File: src/rtl/vx_sfu_req_sched.sv
// vx_sfu_req_sched: steers SFU requests to sub-units under credit/fence control and round-robin merges their responses
module vx_sfu_req_sched #(
  parameter int NUM_UNITS   = 2,
  parameter int MAX_PENDING = 4,
  parameter int DATAW       = 64,
  parameter int UNIT_BITS   = (NUM_UNITS > 1) ? $clog2(NUM_UNITS) : 1,
  parameter int CNT_W       = $clog2(MAX_PENDING + 1)
) (
  input  logic                       clk_i,
  input  logic                       reset_i,
  input  logic                       req_valid_i,
  input  logic [UNIT_BITS-1:0]       req_unit_i,
  input  logic                       req_fence_i,
  output logic                       req_ready_o,
  output logic [NUM_UNITS-1:0]       unit_req_valid_o,
  input  logic [NUM_UNITS-1:0]       unit_req_ready_i,
  input  logic [NUM_UNITS-1:0]       rsp_valid_in_i,
  input  logic [NUM_UNITS*DATAW-1:0] rsp_data_in_i,
  output logic [NUM_UNITS-1:0]       rsp_ready_in_o,
  output logic                       rsp_valid_out_o,
  output logic [DATAW-1:0]           rsp_data_out_o,
  output logic [UNIT_BITS-1:0]       rsp_sel_out_o,
  input  logic                       rsp_ready_out_i,
  output logic                       busy_o,
  output logic                       fence_stall_o
);
  localparam logic [1:0] IDLE = 2'd0, DRAIN = 2'd1, HOLD = 2'd2;
  logic [1:0] state_q, state_d;
  logic [CNT_W-1:0] cnt_q [NUM_UNITS];
  logic [CNT_W-1:0] cnt_d [NUM_UNITS];
  logic [NUM_UNITS-1:0] credit_v, nz_v, issue_v, grant, rsp_fire;
  logic [UNIT_BITS-1:0] fence_unit_q, last_grant_q, grant_idx, rsp_sel_q;
  logic [DATAW-1:0] rsp_data_q;
  logic rsp_valid_q, unit_ok, all_idle, fence_req, issue_en, req_fire, out_ready;
  always_comb begin
    for (int i = 0; i < NUM_UNITS; i++) begin
      credit_v[i] = cnt_q[i] < CNT_W'(MAX_PENDING);
      nz_v[i]     = cnt_q[i] != '0;
      cnt_d[i]    = (issue_v[i] == rsp_fire[i]) ? cnt_q[i] :
                    issue_v[i] ? cnt_q[i] + CNT_W'(1) :
                    nz_v[i] ? cnt_q[i] - CNT_W'(1) : cnt_q[i];
    end
  end
  assign unit_ok   = int'(req_unit_i) < NUM_UNITS;
  assign all_idle  = !(|nz_v) && !rsp_valid_q;
  assign fence_req = req_valid_i && req_fence_i;
  // A fence may only leave IDLE when nothing is outstanding anywhere, including the output register
  assign issue_en  = state_q == IDLE && (!req_fence_i || all_idle) && unit_ok && credit_v[req_unit_i];
  assign unit_req_valid_o = (req_valid_i && issue_en) ? NUM_UNITS'(1) << req_unit_i : '0;
  assign req_ready_o      = issue_en && unit_req_ready_i[req_unit_i];
  assign req_fire         = req_valid_i && req_ready_o;
  assign issue_v          = unit_req_valid_o & unit_req_ready_i;
  assign fence_stall_o    = state_q == DRAIN || (state_q == IDLE && fence_req && !all_idle);
  assign busy_o           = (|nz_v) || rsp_valid_q;
  assign state_d = state_q == DRAIN ? (all_idle ? IDLE : DRAIN) :
                   state_q == HOLD ? (rsp_fire[fence_unit_q] ? IDLE : HOLD) :
                   (fence_req && unit_ok) ? (!all_idle ? DRAIN : req_fire ? HOLD : IDLE) : IDLE;
  // Scan from lowest to highest priority so the highest-priority requester is written last
  always_comb begin
    grant_idx = last_grant_q;
    for (int k = NUM_UNITS - 1; k >= 0; k--)
      if (rsp_valid_in_i[(int'(last_grant_q) + 1 + k) % NUM_UNITS])
        grant_idx = UNIT_BITS'((int'(last_grant_q) + 1 + k) % NUM_UNITS);
  end
  assign grant           = (|rsp_valid_in_i) ? NUM_UNITS'(1) << grant_idx : '0;
  assign out_ready       = !rsp_valid_q || rsp_ready_out_i;
  assign rsp_ready_in_o  = out_ready ? grant : '0;
  assign rsp_fire        = rsp_valid_in_i & rsp_ready_in_o;
  assign rsp_valid_out_o = rsp_valid_q;
  assign rsp_data_out_o  = rsp_data_q;
  assign rsp_sel_out_o   = rsp_sel_q;
  always_ff @(posedge clk_i) begin
    for (int i = 0; i < NUM_UNITS; i++)
      cnt_q[i] <= reset_i ? '0 : cnt_d[i];
    if (reset_i) begin
      state_q      <= IDLE;
      fence_unit_q <= '0;
      last_grant_q <= UNIT_BITS'(NUM_UNITS - 1);
      rsp_valid_q  <= 1'b0;
      rsp_data_q   <= '0;
      rsp_sel_q    <= '0;
    end else begin
      state_q <= state_d;
      if (req_fire && req_fence_i)
        fence_unit_q <= req_unit_i;
      if (|rsp_fire) begin
        last_grant_q <= grant_idx;
        rsp_valid_q  <= 1'b1;
        rsp_data_q   <= rsp_data_in_i[int'(grant_idx)*DATAW +: DATAW];
        rsp_sel_q    <= grant_idx;
      end else if (rsp_ready_out_i)
        rsp_valid_q <= 1'b0;
    end
  end
  always_ff @(posedge clk_i) begin
    if (!reset_i) begin
      assert (!(req_valid_i && !unit_ok)) else $error("req_unit out of range");
      for (int i = 0; i < NUM_UNITS; i++)
        assert (!(rsp_fire[i] && !issue_v[i] && !nz_v[i])) else $error("pending count underflow on unit %0d", i);
    end
  end
endmodule

File: config.mk
export PLATFORM = sky130hd
export DESIGN_NAME = vx_sfu_req_sched
export DESIGN_NICKNAME = d
export VERILOG_FILES = /design/src/rtl/vx_sfu_req_sched.sv
export SDC_FILE = /design/constraint.sdc
export NUM_CORES = 1
export LEC_CHECK = 0
export ABC_AREA = 1
export CAP_MARGIN = 5
export CORE_MARGIN = 4
export CORE_UTILIZATION = 38
export CTS_CLUSTER_SIZE = 14
export DETAILED_ROUTE_END_ITERATION = 7
export PLACE_DENSITY = 0.81
export SLEW_MARGIN = 20
export SYNTH_ARGS = -nofsm -noshare
export SYNTH_HDL_FRONTEND = slang
export SYNTH_SLANG_ARGS = --single-unit
File: constraint.sdc
create_clock -name clk_i -period 2.6 [get_ports clk_i]
set_input_delay 0.65 -clock clk_i [delete_from_list [all_inputs] [get_ports clk_i]]
set_output_delay 0.65 -clock clk_i [all_outputs]
set_load 0.02 [all_outputs]
# Yosys cells after proc, flatten, opt, wreduce, memory -nomap -nowiden
# Memories as Yosys holds them, arrays and structs flattened.
# Cells that the tools add are included.
# word_totals
in_bits	138
regBits	70
output_inout_bits	73
n_memories	1
ramBits	6
# classes
eq_ne	4
n_shift	3
add_sub_neg	6
magnitude_cmp	6
n_bitwise	4
reduce_logical	25
mux	34
# memory_table
name	depth	width	read_ports	rd_ports_with_merged_regs	wr	line_no	source
cnt_q	2	3	2	0	2	29	logic [CNT_W-1:0] cnt_q [NUM_UNITS];
# op_table
cell	n
$shiftx 128x8->64	1
$add 32x2->32 const B	1
$mux 3	8
$mux 2	9
$mux 1	17
$logic_and 1x1->1	10
$add 3x1->3 const B	2
$lt 2x3->1 const B	2
$lt 3x3->1 const B	2
$reduce_bool 3->1	2
$reduce_or 2->1	3
$sub 3x1->3 const B	2
$and 2x2->2	2
$logic_not 1->1	4
$logic_or 1x1->1	4
$lt 1x2->1 const B	2
$shl 1x1->2 const A	2
$add 1x1->2 const B	1
$eq 1x1->1	2
$eq 2x1->1 const B	1
$eq 2x2->1 const B	1
$logic_not 2->1	1
$reduce_bool 2->1	1
$and 1x1->1	1
$and 1x1->1 const A	1

# Logic depth before layout (Yosys ltp)
# Gate-level depths: netlist (run 1).
# depth
depth_word	17
ltp_mapped	14
ltp_nobuf	14

# Least setup slack after synthesis (run 1)
# OpenSTA, ideal clock, no wires.
# synth_timing
path_type	in2reg
start	input req_unit_i
end	memory cnt_q[0][2] (netlist bit)
path_slack_ns	0.311
arrival_ns	2.179
cell_stages	14
setup_ns	0.110
n_path_buf	0
path_cell_list	inv_1 nand2_1 nand2_1 a21oi_2 nand3_2 nor2_2 nand2_2 fa_1 inv_1 nand3_1 nand3_2 nand2_1 inv_1 nor2_1
# synth_lines
element	line_no	source
start, declared	12	input logic [UNIT_BITS-1:0] req_unit_i,
end, declared	29	

# Worst setup path after layout (run 1)
# layout_timing
start	input rsp_valid_in_i[0]
end	output rsp_ready_in_o[1]
# layout_between
elab_chain_len	8
word_cells_on_any_way	12
cone_classes	1 x shift; 10 x mux; 1 x reduce/logical
# layout_lines
element	line_no	source
start, declared	17	input logic [NUM_UNITS-1:0] rsp_valid_in_i,
$mux 1 (not written as such) (3 in a row)	62	if (rsp_valid_in_i[(int'(last_grant_q) + 1 + k) % NUM_UNITS])
$mux 1 (2 in a row)	62	
$shl 1x1->2	65	assign grant = (|rsp_valid_in_i) ? NUM_UNITS'(1) << grant_idx : '0;
$mux 2 *	65	
$mux 2 *	67	assign rsp_ready_in_o = out_ready ? grant : '0;
end, declared	19	output logic [NUM_UNITS-1:0] rsp_ready_in_o,
# Mark *: on every way between the ends. The rest lies on a longest branch, timed or not. The select of a mux whose other input is x is not followed.

==> reports/summary.txt, run 1 <==
RR Endpoint: cnt_q[0][5]
Inserted Clock Buffers: 9
core area: 9240 um^2
fin area: 6100 um^2
hold wc startpoint: rsp_data_out_o[10]
die height: 105 um
peak supply drop: 0.283 mV
routed wire length: 12100 um
area added between synthesis and finish: 69.0%
io pins: 211
Pins Over Slew Limit: 0
CTS tree: built
Max Cap Violations: 0
global route total overflow: 0
# clock sinks: 76
main area contributors after synthesis: dfxtp_1 (42%), nand2_1 (16%), o211ai_1 (8.1%)
Final period util: 97.3%
FMAX: 0.395 GHz
final net count: 852
FF+latch count, synth: 76
P_leak: 2.72 nW
Initial Util: 39.1%
DIE AREA: 11100 um^2
syn nets: 649
Power Density: 614 nW/um^2
Yosys top cell area share: 42.2%
largest net degree at the start of global routing: 82
layout cell share with drive strength beyond 1: 6.56%
min cycle time layout: 2530 ps
Clock Latency Late Sink: 330 ps
WP data required: 1950 ps
area leader, netlist: dfxtp_1
Post-DP Area: 5900 um^2
Routed wire per std cell: 14.2 um
row count: 35
Worst Skew: 7.68 ps
sequential share of the synthesized area: 42.2%
H-tree Lvls: 3
root buf cell: clkbuf_8
Via-to-Cell Ratio: 4.88
Setup crit end kind: primary output
Hold Crit Depth: 2
vias in the first global route: 4156
Port Buffers: 210
antenna violations before repair: 0
first-pass GRT wire length: 19400 um
First-pass DRT Iterations: 5
Clock Tree Buf Depth: 2
synthesized cell area: 3610 um^2
Setup-failing EPs final: 0
reg2reg setup slack: 270 ps
Reg clk slew, reported paths: 80 ps
final routed DRC violation total: 0
WHS Endpoint: rsp_data_out_o[10]
CP arrival: 1880 ps
Hold Crit Class: reg -> reg
initial DRC count: 115
worst rel slew slack: 47.9%
die width: 105 um
crit start category: input pin
CP Class: in -> out
Fin. Hold Viols: 0
reg2reg start: cnt_q[0][0]
total number of vias: 4127
R2R depth: 12
Cells after Synth: 509
Global Route Usage Sum: 21.1%
Avg Inst Size Synth: 7.09 um^2
utilization after layout: 66.0%
worst slew pin tran: 781 ps
DP HPWL: 9060 um
ANT cells: 0
Ys Warns: 0
Placer Congestion: 0.909
Critical Path Fanout Max: 4
RSZ-0062 raised after global routing: false
worst setup path start: rsp_valid_in_i[0]
status: finished, final reports clean
post-synth cell types: 29
ANT nets after route: 0
per-layer routing:
layer	wire, um	vias up	track usage (%)
li1	-	2089	-
met1	4700	1863	22.7
met2	6120	159	39.5
met3	1060	16	6.31
met4	171	0	6.28
met5	0	-	0
layout make-up:
| class | instances | area, um^2 |
|---|---|---|
| clock buffer | 12 | 155 |
| tap | 129 | 161 |
| sequential | 76 | 1520 |
| clock inverter | 4 | 47.5 |
| fill | 791 | 3140 |
| multi-input combinational | 340 | 1740 |
| inverter | 58 | 218 |
| timing repair buffer | 227 | 2260 |
cell usage after synthesis (all sizes together):
master and count:
o211ai 39, o2111a 1, dfxtp 76, a21boi 1, clkinv 1, o21ai 2
nand2 158, o21bai 1, buf 11, nand4 2, o31ai 1, inv 57
o21a 1, a21oi 8, a311oi 27, fa 2, nor2 46, nand3 48
clkbuf 24, or2 1, nor3 2
state kept, by name, summed over array words and instances (netlist names):
signal / count
cnt_q: 6
fence_unit_q: 1
last_grant_q: 1
rsp_data_out_o: 64
rsp_sel_out_o: 1
rsp_valid_out_o: 1
state_q: 2
worst max path at each step:
stage	cells after the start	slack, ps	endpoint
finish	6	70	rsp_ready_in_o[1]
global placement	7	-340	req_ready_o
detailed placement	8	-400	unit_req_valid_o[0]
global route	6	10	rsp_ready_in_o[1]
floorplan	14	310	cnt_q[0][2]
CTS	8	5	req_ready_o
power breakdown:
part | switching (mW) | internal (mW)
sequential | 0.102 | 1.31
combinational | 0.741 | 0.681
clock | 0.413 | 0.494
cells by family (layout without fill, tap and decap cells):
kind of cell             Yosys count  after routing  share of synthesized area [%]
flip-flops                        76             76                           42.2
buffers and inverters             93            301                           9.95
AND/OR/NAND/NOR                  257            257                           29.4
AO/OA/AOI/OAI                     81             81                           17.4
adder cells (fa/ha/maj)            2              2                           1.11
through the flow:
step	power, mW	setup slack, ps	setup TNS (ps)	hold slack (ps)	std cells
final	3.75	69.2	0	492	846
after global routing	3.97	10.2	0	519	846
after CTS	3.78	4.65	0	491	846
after detailed placement	2.87	-400	-4080	480	829
after global placement	2.81	-337	-7720	464	828
after floorplan	2.18	311	0	486	509
critical path: stages:
cell	delay, ps
clkdlybuf4s50_1	410
or2_2	310
nand2_2	90
nand2_1	70
inv_1	50
clkdlybuf4s15_1	290
cell usage in the layout (no fill, tap or decap), types with 3 or more instances in the layout:
master / count
clkdlybuf4s50_1: 203
nand2_1: 155
dfxtp_1: 76
inv_1: 55
nand3_1: 46
nor2_1: 44
o211ai_1: 39
a311oi_1: 27
buf_4: 14
clkbuf_8: 11
a21oi_1: 7
buf_12: 3
what timing repair did:
action	in CTS	in global routing
setup endpoints to repair	6	5
pin swaps	2	0
setup buffers	1	0
hold buffers	0	0
gates resized for setup	18	2
Note: power is estimated with default switching activity, not from simulation.
==> run 2, diff against run 1 <==
--- a/config.mk
+++ b/config.mk
@@ -12,6 +12,7 @@
 export CTS_CLUSTER_SIZE = 14
 export DETAILED_ROUTE_END_ITERATION = 7
 export PLACE_DENSITY = 0.81
+export SETUP_SLACK_MARGIN = 0.2
 export SLEW_MARGIN = 20
 export SYNTH_ARGS = -nofsm -noshare
 export SYNTH_HDL_FRONTEND = slang
==> run 2 against run 1 <==
  * Flip-flop and latch count is the same
  * Clock skew grew 1.4 ps
  * Sequential share of layout area shrank 0.10 points
  * Cell area grew 0.41%
  * Sequential power is essentially flat
  * Largest cell class unchanged
  * Total power grew 0.48%
==> reports/summary.txt, run 2 (synthesis gave the netlist of run 1 again) <==
status: finished, final reports clean (unchanged)
Hold Crit Class: reg -> reg (unchanged)
Critical Path Fanout Max: 3 (was 4)
Setup crit end kind: primary output (unchanged)
crit start category: input pin (unchanged)
CP arrival: 1700 ps (was 1880 ps)
Reg clk slew, reported paths: 80 ps (about the same)
core area: 9240 um^2 (unchanged)
root buf cell: clkbuf_8 (unchanged)
WHS: 492 ps (about the same)
ANT cells: 0 (unchanged)
ANT nets after route: 0 (unchanged)
die height: 105 um (unchanged)
worst rel slew slack: 63.0% (was 47.9%)
FMAX: 0.426 GHz (was 0.395 GHz)
row count: 35 (unchanged)
RSZ-0062 raised after global routing: true (was false)
Max Cap Violations: 0 (unchanged)
Worst Skew: 9.06 ps (was 7.68 ps)
Pins Over Slew Limit: 0 (unchanged)
first-pass GRT wire length: 19500 um (was 19400 um)
Routed wire per std cell: 14.3 um (was 14.2 um)
Setup-failing EPs final: 0 (unchanged)
commonest non-fill, non-tap cells in the layout: clkdlybuf4s50_1 (201), nand2_1 (155), dfxtp_1 (76) (was clkdlybuf4s50_1 (203), nand2_1 (155), dfxtp_1 (76))
layout cell share with drive strength beyond 1: 7.52% (was 6.56%)
Power Density: 615 nW/um^2 (was 614 nW/um^2)
final net count: 853 (was 852)
total number of vias: 4133 (was 4127)
First-pass DRT Iterations: 4 (was 5)
Largest register FFs: 64 (unchanged)
final routed DRC violation total: 0 (unchanged)
global route total overflow: 0 (unchanged)
DP HPWL: 9060 um (unchanged)
Final period util: 90.2% (was 97.3%)
initial DRC count: 128 (was 115)
CTS tree: built (unchanged)
die width: 105 um (unchanged)
filler cell count: 792 (was 791)
Global Route Usage Sum: 21.3% (was 21.1%)
# clock sinks: 76 (unchanged)
P_leak: 2.72 nW (about the same)
io pins: 211 (unchanged)
DIE AREA: 11100 um^2 (unchanged)
setup TNS: 0 ps (unchanged)
WP data required: 1950 ps (about the same)
routed wire length: 12100 um (about the same)
largest net degree at the start of global routing: 82 (unchanged)
CP Class: in -> out (unchanged)
Clock Tree Buf Depth: 2 (unchanged)
vias in the first global route: 4173 (was 4156)
Initial Util: 39.1% (unchanged)
hold_buf cts: 0 (unchanged)
antenna violations before repair: 0 (unchanged)
min cycle time layout: 2350 ps (was 2530 ps)
Fin. Hold Viols: 0 (unchanged)
peak supply drop: 0.284 mV (was 0.283 mV)
H-tree Lvls: 3 (unchanged)
Inserted Clock Buffers: 9 (unchanged)
Via-to-Cell Ratio: 4.88 (about the same)
Port Buffers: 210 (unchanged)
Placer Congestion: 0.909 (unchanged)
Clock Latency Late Sink: 330 ps (about the same)
worst slew pin tran: 555 ps (was 781 ps)
most common cell after layout, fill and taps aside: clkdlybuf4s50_1 (unchanged)
area added between synthesis and finish: 69.7% (was 69.0%)
-- run 2: cell count changes in the layout (fill, tap and decap cells not counted), sizes merged --
cell           change
buf                +4
clkdlybuf4s15      -1
clkdlybuf4s50      -2
-- run 2: final timing paths --
kind / start / slack [ps] / to / cells after the start
min: rsp_data_out_o[3] / 490 / rsp_data_out_o[3] / 2
max reg2reg: cnt_q[0][5] / 390 / cnt_q[0][5] / 12
min reg2reg: rsp_data_out_o[3] / 490 / rsp_data_out_o[3] / 2
max: rsp_valid_in_i[1] / 250 / rsp_ready_in_o[0] / 6
-- run 2: cell type report --
type	instances	area (um^2)	area share (%)
sequential	76	1520	24.9
clock buffer	12	155	2.53
multi-input combinational	340	1760	28.7
timing repair buffer	228	2260	36.9
clock inverter	4	47.5	0.777
inverter	58	218	3.56
tap	129	161	2.64
-- run 2: per-layer routing --
layer	global-route usage [%]	up-vias	routed length, um	share of wire (%)
li1	-	2093	-	-
met1	23.0	1859	4630	38
met2	39.6	163	6220	51
met3	6.37	18	1100	9.0
met4	6.47	0	165	1.4
met5	0	-	0	0
-- run 2: repair_timing --
action                     in CTS  in global routing
gates resized for setup        34                  6
pin swaps                       3                  2
setup endpoints to repair      10                 32
buffers inserted                1                  1
-- run 2: per-stage QoR --
| step | utilization, % | setup slack [ps] | instance area (um^2) | power, mW | std cells |
|---|---|---|---|---|---|
| after floorplan | - | 311 | 3610 | 2.18 | 509 |
| after global placement | 63.6 | -337 | 5880 | 2.81 | 828 |
| after detailed placement | 63.8 | -400 | 5900 | 2.87 | 829 |
| after CTS | 65.9 | 205 | 6090 | 3.77 | 846 |
| after global routing | 66.3 | 171 | 6120 | 3.99 | 847 |
| final | 66.3 | 254 | 6120 | 3.76 | 847 |
-- run 2: critical path, cell delays in order --
cell and delay [ps]:
clkdlybuf4s50_1 480, nor2_1 70, nor2_4 130, inv_1 60
nor2_1 110, buf_2 180
-- run 2: report_power, final --
part,leakage (nW),internal [mW],switching (mW)
logic,1.99,0.679,0.758
clock network,0.102,0.494,0.415
registers,0.631,1.31,0.102
